==> config.mk <==
export PLATFORM = sky130hd
export DESIGN_NAME = uart_rx
export DESIGN_NICKNAME = d
export VERILOG_FILES = /design/src/rtl/uart_rx.sv
export SDC_FILE = /design/constraint.sdc
export NUM_CORES = 1
export LEC_CHECK = 0
export CAP_MARGIN = 10
export CORE_ASPECT_RATIO = 1.5
export CORE_MARGIN = 5
export CORE_UTILIZATION = 50
export DETAILED_ROUTE_END_ITERATION = 16
export GPL_ROUTABILITY_DRIVEN = 0
export PLACE_DENSITY = 0.72
export RECOVER_POWER = 25
export SYNTH_ARGS = -nofsm -noshare
export SYNTH_HDL_FRONTEND = slang
export SYNTH_SLANG_ARGS = --single-unit
==> constraint.sdc <==
create_clock -name clk_rx -period 2.1 [get_ports clk_rx]
set_input_delay 0.315 -clock clk_rx [delete_from_list [all_inputs] [get_ports clk_rx]]
set_output_delay 0.315 -clock clk_rx [all_outputs]
set_load 0.05 [all_outputs]
==> src/rtl/uart_rx.sv <==
// 8N1 UART receiver with 16x oversampling.
// Contains the input synchroniser, the baud enable generator, the receive FSM and the output register.
module uart_rx #(
   parameter int BAUD_RATE  = 9_600,
   parameter int CLOCK_RATE = 40_000_000
) (
   input  logic       clk_rx,
   input  logic       rst_clk_rx,
   input  logic       rxd_i,
   output logic [7:0] rx_data,
   output logic       rx_data_rdy,
   output logic       frm_err
);

   // Rounded divide. DIV must be at least 2.
   localparam int DIV = (CLOCK_RATE + 8 * BAUD_RATE) / (16 * BAUD_RATE);
   localparam int CW  = (DIV > 1) ? $clog2(DIV) : 1;

   typedef enum logic [2:0] {
      IDLE,
      START,
      DATA,
      STOP,
      BREAK
   } state_t;

   logic [1:0]    sync_q;
   logic          rxd_s;
   logic [CW-1:0] cnt_q;
   logic          baud_en;

   state_t        state_q, state_d;
   logic [3:0]    over_q, over_d;
   logic [2:0]    bit_q, bit_d;
   logic [7:0]    sr_q, sr_d;
   logic [7:0]    data_q, data_d;
   logic          rdy_q, rdy_d;
   logic          err_q, err_d;

   assign rxd_s   = sync_q[1];
   assign baud_en = (cnt_q == CW'(DIV - 1));

   always_ff @(posedge clk_rx) begin
      if (rst_clk_rx) begin
         sync_q <= 2'b11;
         cnt_q  <= '0;
      end else begin
         sync_q <= {sync_q[0], rxd_i};
         cnt_q  <= baud_en ? '0 : cnt_q + CW'(1);
      end
   end

   always_ff @(posedge clk_rx) begin
      if (rst_clk_rx) begin
         state_q <= IDLE;
         over_q  <= '0;
         bit_q   <= '0;
         sr_q    <= '0;
         data_q  <= '0;
         rdy_q   <= 1'b0;
         err_q   <= 1'b0;
      end else begin
         state_q <= state_d;
         over_q  <= over_d;
         bit_q   <= bit_d;
         sr_q    <= sr_d;
         data_q  <= data_d;
         rdy_q   <= rdy_d;
         err_q   <= err_d;
      end
   end

   always_comb begin
      state_d = state_q;
      over_d  = over_q;
      bit_d   = bit_q;
      sr_d    = sr_q;
      data_d  = data_q;
      rdy_d   = 1'b0;
      err_d   = 1'b0;
      if (baud_en) begin
         case (state_q)
            IDLE: begin
               if (!rxd_s) begin
                  state_d = START;
                  over_d  = '0;
               end
            end
            START: begin
               // Recheck the line at mid start bit to reject glitches.
               if (over_q == 4'd7) begin
                  if (!rxd_s) begin
                     state_d = DATA;
                     over_d  = '0;
                     bit_d   = '0;
                  end else begin
                     state_d = IDLE;
                  end
               end else begin
                  over_d = over_q + 4'd1;
               end
            end
            DATA: begin
               over_d = over_q + 4'd1;
               if (over_q == 4'd15) begin
                  sr_d = {rxd_s, sr_q[7:1]};
                  if (bit_q == 3'd7) state_d = STOP;
                  else               bit_d   = bit_q + 3'd1;
               end
            end
            STOP: begin
               over_d = over_q + 4'd1;
               if (over_q == 4'd15) begin
                  if (rxd_s) begin
                     data_d  = sr_q;
                     rdy_d   = 1'b1;
                     state_d = IDLE;
                  end else begin
                     err_d   = 1'b1;
                     state_d = BREAK;
                  end
               end
            end
            BREAK: begin
               // Stay here while the line is low so that a held-low line gives a single error.
               if (rxd_s) state_d = IDLE;
            end
            default: state_d = IDLE;
         endcase
      end
   end

   assign rx_data     = data_q;
   assign rx_data_rdy = rdy_q;
   assign frm_err     = err_q;

endmodule

==> flow_results.xml <==
<?xml version="1.0" encoding="UTF-8"?>
<metrics>
  <group name="outcome">
    <metric name="result_of_the_run" unit="">finished, final reports clean</metric>
  </group>
  <group name="finish">
    <metric name="nNetsFinal" unit="">225</metric>
    <metric name="n_antenna_cell" unit="">0</metric>
    <metric name="synthToLayoutAreaGrowth" unit="%">18.5</metric>
    <metric name="final_layout_size_suffix_gt1_share" unit="%">14.6</metric>
  </group>
  <group name="logic_synthesis">
    <metric name="syn_avg_cell_area" unit="um2">8.88</metric>
    <metric name="synth_mux_area_share" unit="%">2.30</metric>
    <metric name="synth_xor_area_share" unit="%">3.91</metric>
    <metric name="synth_enable_flop_cells" unit="">0</metric>
    <metric name="synth_fp_nets" unit="">209</metric>
    <metric name="post_synth_arst_share" unit="%">0</metric>
    <metric name="synth_top_flop_cell" unit="">sky130_fd_sc_hd__dfxtp_1</metric>
    <metric name="post_synth_inst_count" unit="">202</metric>
    <metric name="syn_area" unit="um2">1790</metric>
    <metric name="post_synth_and_or_nand_nor_area_fraction" unit="%">27.1</metric>
    <metric name="ys_seq_elements" unit="">39</metric>
    <metric name="yosysWarnings" unit="">0</metric>
    <metric name="netlist.top_cell.by_area" unit="">sky130_fd_sc_hd__dfxtp_1</metric>
    <metric name="combinational_family_with_the_most_area_after_synthesis" unit="">simple AND/OR/NAND/NOR gates</metric>
    <metric name="synth_area_leaders" unit="">sky130_fd_sc_hd__dfxtp_1 44%, sky130_fd_sc_hd__a21oi_1 5.9%, sky130_fd_sc_hd__o21ai_0 4.5%</metric>
    <metric name="post_synthesis_compound_gate_area_fraction" unit="%">16.2</metric>
    <metric name="post_synth_num_cell_types" unit="">47</metric>
    <metric name="synth_sequential_area_ratio" unit="%">43.5</metric>
    <metric name="yosys_top_cell_area_share" unit="%">43.5</metric>
    <metric name="adder_and_majority_gate_portion_of_the_synthesized_area" unit="%">2.79</metric>
  </group>
  <group name="timing">
    <metric name="layout_setup_ws" unit="ns">0.0491</metric>
    <metric name="layout_min_cycle_time" unit="ns">2.05</metric>
    <metric name="grt_setup_unrepaired" unit="">true</metric>
    <metric name="final.hold.worst_slack" unit="ns">0.414</metric>
    <metric name="timing_worst_slew_pin_value" unit="ns">0.734</metric>
    <metric name="clock-skew-final" unit="ns">0.00208</metric>
    <metric name="relSlewSlack" unit="%">51.1</metric>
    <metric name="final.setup.tns" unit="ns">0</metric>
    <metric name="setup_viol_count_final" unit="">0</metric>
    <metric name="final_min_period_over_clock_period" unit="%">97.7</metric>
    <metric name="achievable-frequency" unit="MHz">488</metric>
    <metric name="slew_viol_final" unit="">0</metric>
    <metric name="hold_violations" unit="">0</metric>
  </group>
  <group name="setup_path">
    <metric name="crit_slowest_cell" unit="">sky130_fd_sc_hd__or4_1</metric>
    <metric name="critical_path.top_delay_family" unit="">simple AND/OR/NAND/NOR gates</metric>
    <metric name="reg2reg_to" unit="">state_q[2]$_SDFFE_PP0P_</metric>
    <metric name="r2r_cells" unit="">5</metric>
    <metric name="worst-path-max-fanout" unit="">5</metric>
    <metric name="crit_type" unit="">flip-flop to flip-flop</metric>
    <metric name="end_kind" unit="">flip-flop</metric>
    <metric name="regToRegSetupSlack" unit="ns">0.05</metric>
    <metric name="worst_r2r_startpoint" unit="">cnt_q[1]$_SDFF_PP0_</metric>
    <metric name="timing.critical_path.cells" unit="">ha_4 &gt; or4b_4 &gt; or2_1 &gt; or4_1 &gt; a21oi_1</metric>
    <metric name="timing.critical_path.arrival" unit="ns">2.28</metric>
    <metric name="max_stage_delay" unit="ns">0.53</metric>
    <metric name="cp_num_cells" unit="">5</metric>
    <metric name="critical_path.n_buffers_inverters" unit="">0</metric>
    <metric name="critical_path.startpoint_type" unit="">flip-flop</metric>
    <metric name="timing.critical_path.required" unit="ns">2.32</metric>
  </group>
  <group name="routing">
    <metric name="via_total_after_detailed_routing" unit="">1515</metric>
    <metric name="drc" unit="">0</metric>
    <metric name="routed_wirelength" unit="um">3780</metric>
    <metric name="post_drt_via_cell_ratio" unit="">5.80</metric>
    <metric name="drt_iter0_drc" unit="">27</metric>
    <metric name="routed_wire_length_per_instance" unit="um">14.5</metric>
    <metric name="drtPass1Iterations" unit="">4</metric>
    <metric name="detail-route-antenna-nets" unit="">0</metric>
  </group>
  <group name="die">
    <metric name="die-width" unit="um">58.9</metric>
    <metric name="pin_count" unit="">13</metric>
    <metric name="die_height" unit="um">83.3</metric>
    <metric name="initial_utilization" unit="%">52.0</metric>
    <metric name="core_area" unit="um2">3450</metric>
    <metric name="fp_rows" unit="">26</metric>
    <metric name="die_area" unit="um2">4910</metric>
  </group>
  <group name="power">
    <metric name="vdd_ir_max" unit="mV">0.473</metric>
    <metric name="pwr_density_cell" unit="nW/um2">675</metric>
    <metric name="power.static_leakage" unit="nW">0.775</metric>
  </group>
  <group name="global_route">
    <metric name="grt_pass1_wl" unit="um">6420</metric>
    <metric name="grt_antenna_before_repair" unit="">0</metric>
    <metric name="first_global_vias" unit="">1464</metric>
    <metric name="grt_start_max_net_pins" unit="">22</metric>
    <metric name="global_route.overflow_total" unit="">0</metric>
    <metric name="track_usage" unit="%">16.7</metric>
  </group>
  <group name="clock_tree">
    <metric name="cts.repair_timing.setup_buffer_count" unit="">0</metric>
    <metric name="tritoncts_num_sinks" unit="">39</metric>
    <metric name="clk-insertion-delay-late" unit="ns">0.29</metric>
    <metric name="clkSlewWorstSetupHoldPaths" unit="ns">0.07</metric>
    <metric name="clock_path_buffers" unit="">2</metric>
    <metric name="ctsHoldBuffers" unit="">0</metric>
    <metric name="cts_tree" unit="">built</metric>
    <metric name="tritoncts.num_buffers" unit="">5</metric>
    <metric name="cts.root.buffer_cell" unit="">sky130_fd_sc_hd__clkbuf_8</metric>
    <metric name="clock_tree.htree_level_count" unit="">2</metric>
  </group>
  <group name="worst_hold_path">
    <metric name="min-delay-start" unit="">sync_q[0]$_SDFF_PP1_</metric>
    <metric name="hold_path_class" unit="">flip-flop to flip-flop</metric>
    <metric name="timing.hold.worst_endpoint" unit="">sync_q[1]$_SDFF_PP1_</metric>
    <metric name="worst_hold_path.num_cells" unit="">1</metric>
  </group>
  <group name="place">
    <metric name="detailed_place_hpwl" unit="um">2780</metric>
    <metric name="dpl_worst_slack" unit="ns">-0.0242</metric>
    <metric name="place.port_buffers" unit="">12</metric>
  </group>
  <group name="run">
    <metric name="maxCapViolCount" unit="">0</metric>
  </group>
</metrics>
cell families after synthesis:
family / Yosys count
flops: 39
xor+xnor: 8
buf+inv: 17
mux: 4
fa+ha+maj: 4
simple gates: 78
compound gates: 52
how the worst max path moves through the flow:
stage                   startpoint                      end
2_1_floorplan  cnt_q[0]$_SDFF_PP0_     sr_q[0]$_SDFFE_PP0P_
3_3_place_gp   cnt_q[6]$_SDFF_PP0_   over_q[0]$_SDFFE_PP0P_
3_5_place_dp   cnt_q[0]$_SDFF_PP0_   over_q[0]$_SDFFE_PP0P_
4_1_cts        cnt_q[0]$_SDFF_PP0_  state_q[2]$_SDFFE_PP0P_
5_1_grt        cnt_q[1]$_SDFF_PP0_  state_q[2]$_SDFFE_PP0P_
6_report       cnt_q[1]$_SDFF_PP0_  state_q[2]$_SDFFE_PP0P_
Yosys cell counts, drive strengths merged (2+ instances only):
master,instances
inv,2
buf,5
nand2,6
a21oi,21
o21ai,21
nor4,3
nand4,4
nand2b,8
or4b,3
or2,3
nand3,13
or4,2
clkbuf,10
nand3b,10
and3,2
mux2i,3
ha,4
nor3,5
nor2,13
xor2,6
dfxtp,39
xnor2,2
power by group:
part,internal [mW],leakage [nW],switching (mW)
Combinational,0.0167,0.398,0.0204
Sequential,0.746,0.316,0.00951
Clock,0.384,0.0612,0.257
routing by layer:
layer	vias to the layer above	wire length, um	GRT usage [%]
met5	-	0	0
met4	0	102	8.04
met3	9	157	5.12
met2	37	2050	28.6
met1	706	1470	17.8
li1	763	-	-
cell type report:
| cell class | instances | area [um2] |
|---|---|---|
| multi-input cells | 146 | 955 |
| flip-flops and latches | 39 | 786 |
| clock buffers | 6 | 82.6 |
| inverters | 2 | 7.51 |
| fillers | 324 | 1320 |
| clock inverters | 2 | 35.0 |
| well taps | 42 | 52.6 |
| repair buffers | 24 | 206 |
cell usage in the layout, fill, tap and decap left out, types with 4 or more instances in the layout:
master and n:
sky130_fd_sc_hd__dfxtp_1 37, sky130_fd_sc_hd__buf_4 11, sky130_fd_sc_hd__nand3b_1 10, sky130_fd_sc_hd__nand2b_1 8, sky130_fd_sc_hd__dlygate4sd3_1 7, sky130_fd_sc_hd__a21oi_1 21, sky130_fd_sc_hd__o21ai_1 7, sky130_fd_sc_hd__o21ai_0 14
sky130_fd_sc_hd__clkdlybuf4s50_1 5, sky130_fd_sc_hd__nand4_1 4, sky130_fd_sc_hd__nor3_1 4, sky130_fd_sc_hd__nor2_1 13, sky130_fd_sc_hd__clkbuf_8 6, sky130_fd_sc_hd__nand2_1 6, sky130_fd_sc_hd__nand3_1 13, sky130_fd_sc_hd__xor2_1 6
state kept, by name (all words and copies together) (netlist names):
signal,cells
sync_q,2
state_q,3
cnt_q,9
bit_q,3
over_q,4
frm_err,1
rx_data_rdy,1
sr_q,8
rx_data,8
metrics by stage:
stage          cell area (um2)  util [%]  std cells  power [mW]
5_1_grt                   2120      61.6        261        1.49
2_1_floorplan             1820         -        202       0.797
3_5_place_dp              2010      58.2        253       0.811
4_1_cts                   2130      61.6        261        1.45
3_3_place_gp              2010      58.2        253       0.808
6_report                  2120      61.6        261        1.43
what timing repair did:
item                                    4_1_cts  5_1_grt
pin swaps                                     1        0
cloned                                        0        0
endpoints found under the setup margin        3        4
resized for setup                             1        4
(Power assumes the default switching activity.)
==> patch (same flow settings) <==
Add an input register stage for `rxd_i`, without a reset; this delays it by one clock.
--- a/src/rtl/uart_rx.sv
+++ b/src/rtl/uart_rx.sv
@@ -26,2 +26,8 @@
 
+   logic rxd_q;
+
+   always_ff @(posedge clk_rx) begin
+      rxd_q <= rxd_i;
+   end
+
    logic [1:0]    sync_q;
@@ -47,3 +53,3 @@
       end else begin
-         sync_q <= {sync_q[0], rxd_i};
+         sync_q <= {sync_q[0], rxd_q};
          cnt_q  <= baud_en ? '0 : cnt_q + CW'(1);
Function: same outputs for any inputs over 10 cycles, from zero or initial values and one cycle with rst_clk_rx high; that may be too few to reach the edited logic, so the function may still have changed.
==> patch against the unedited design <==
  * Cell area increased by 0.24%
  * Setup slack improved by 0.071 ns
  * Power increased by 2.8%
  * Area after synthesis decreased by 0.98%
  * Sequential power increased by 2%
  * Synthesized cell count decreased by 5.0%
  * Sequential cell count increased by 1
  * Wire length increased by 2.4%
  * Largest power group unchanged
  * Highest routed layer unchanged
==> patch: results (changes against the unedited design) <==
Nets 220 (-2.2%); Internal 1171 uW (+2.1%); Fillers 291 (-10%); power per cell area 692.0 nW/um2 (+2.5%); post-synthesis async set-or-reset flop share 0 (unchanged); worst rel slew slack 0.6287 (+0.1177); pin count of the biggest net entering global routing 30 (+36%); VDD IR max 0.5196 mV (+9.8%); CP Max Fanout 14 (+9); Placed Cells 248 (-2.0%); IO buf count 12 (unchanged); worst path arrival time 2.16 ns (-0.12 ns); 1st-iter DRT viols 46 (+70%); outcome finished, final reports clean; H-tree Lvls 2 (unchanged); Clk Latency, worst-skew pair 0.30 ns; Post-DP Area 1999 um2 (-0.37%); syn_nets 199 (-4.8%); commonest cells in the synthesized netlist 40 x dfxtp_1, 28 x nor2_1, 17 x mux2i_1, 10 x nand2_1; Final Skew 0.009568 ns (+0.007485 ns); post-DP HPWL 2.743 mm (-1.2%); Unique masters post-synth 39 (-17%); CTS buffer count 5 (unchanged); first-pass GRT wire length 6.679 mm (+4.0%); Reg2Reg Setup Slack 0.12 ns (+0.07 ns); yosys synthesis warning count 0 (unchanged); Pleak 0.0008517 uW (+9.9%); Via density 5.891 (+1.5%); Main synth FF type dfxtp_1; Final Routed Wirelength 3.865 mm (+2.4%); vias 1508 (-0.46%); layout cell share with drive strength beyond 1 0.1355 (-0.01060); synth top area cells dfxtp_1 45%, mux2i_1 9.6%, nor2_1 5.9%; initial antenna violation count 0 (unchanged); Overall Global Routing Usage 0.1741 (+0.007629); clk buf depth 2 (unchanged); syn_area_per_cell 9.247 um2 (+4.2%); Seq/Total Area, Yosys 0.4510 (+0.01557)
==> patch: stage by stage <==
| stage | total power (uW) | hold slack [ns] | worst slack [ns] |
|---|---|---|---|
| floorplan | 814.1 | 0.3427 | 0.07098 |
| global placement | 829.1 | 0.3940 | 0.08289 |
| detailed placement | 832.2 | 0.4065 | -0.08201 |
| CTS | 1491 | 0.4288 | 0.06446 |
| global route | 1524 | 0.4396 | 0.01544 |
| finish | 1474 | 0.4229 | 0.1205 |
==> patch: cell families (layout without fill, tap and decap cells) <==
kind of cell | after synthesis | in the layout | share of synthesized area
AOI/OAI and AO/OA | 30 | 30 | 0.1099
adders and majority gates | 4 | 4 | 0.02819
buffers and inverters | 16 | 38 | 0.03453
xor gates and xnor gates | 5 | 5 | 0.02467
muxes | 19 | 19 | 0.1085
and+or+nand+nor | 78 | 78 | 0.2431
DFF | 40 | 40 | 0.4510
==> patch: per-layer routing <==
layer  GRT usage  routed length [um]
met1      0.1842                1494
met2      0.3032                2080
met3     0.04503                 176
met4     0.09278                 114
met5           0                   0
==> patch: area by class of cell <==
class,instances,area share
Clock buffer,6,0.03878
Timing Repair Buffer,24,0.09577
Tap cell,42,0.02468
Sequential cell,40,0.3760
Multi-Input combinational cell,136,0.4360
Inverter,6,0.01058
Clock inverter,2,0.01821
==> patch: critical path, cell delays in order, from the launching register on <==
cell     delay (ns)
dfxtp_1        0.58
or3b_2         0.53
o211a_1        0.27
o311a_1        0.19
mux2_2         0.29
==> patch: worst paths after layout <==
path / start / to / cells past startpoint
setup / recovery: state_q[1] / state_q[2] / 4
hold / removal: rxd_q / sync_q[0] / 1
setup reg to reg: state_q[1] / state_q[2] / 4
hold reg to reg: rxd_q / sync_q[0] / 1
==> patch: power groups by stage <==
stage	registers (uW)	clock network [uW]	logic, uW
CTS	771	676	44.2
global placement	788	0	41.0
finish	771	659	43.1
detailed placement	789	0	43.4
floorplan	788	0	26.5
global route	772	705	47.3
==> patch: timing repair <==
action | in CTS | in global routing
endpoints found under the setup margin | 3 | 8
setup buffers | 0 | 0
gates resized for setup | 2 | 2
hold endpoints to repair | 0 | 0
hold buffers | 0 | 0
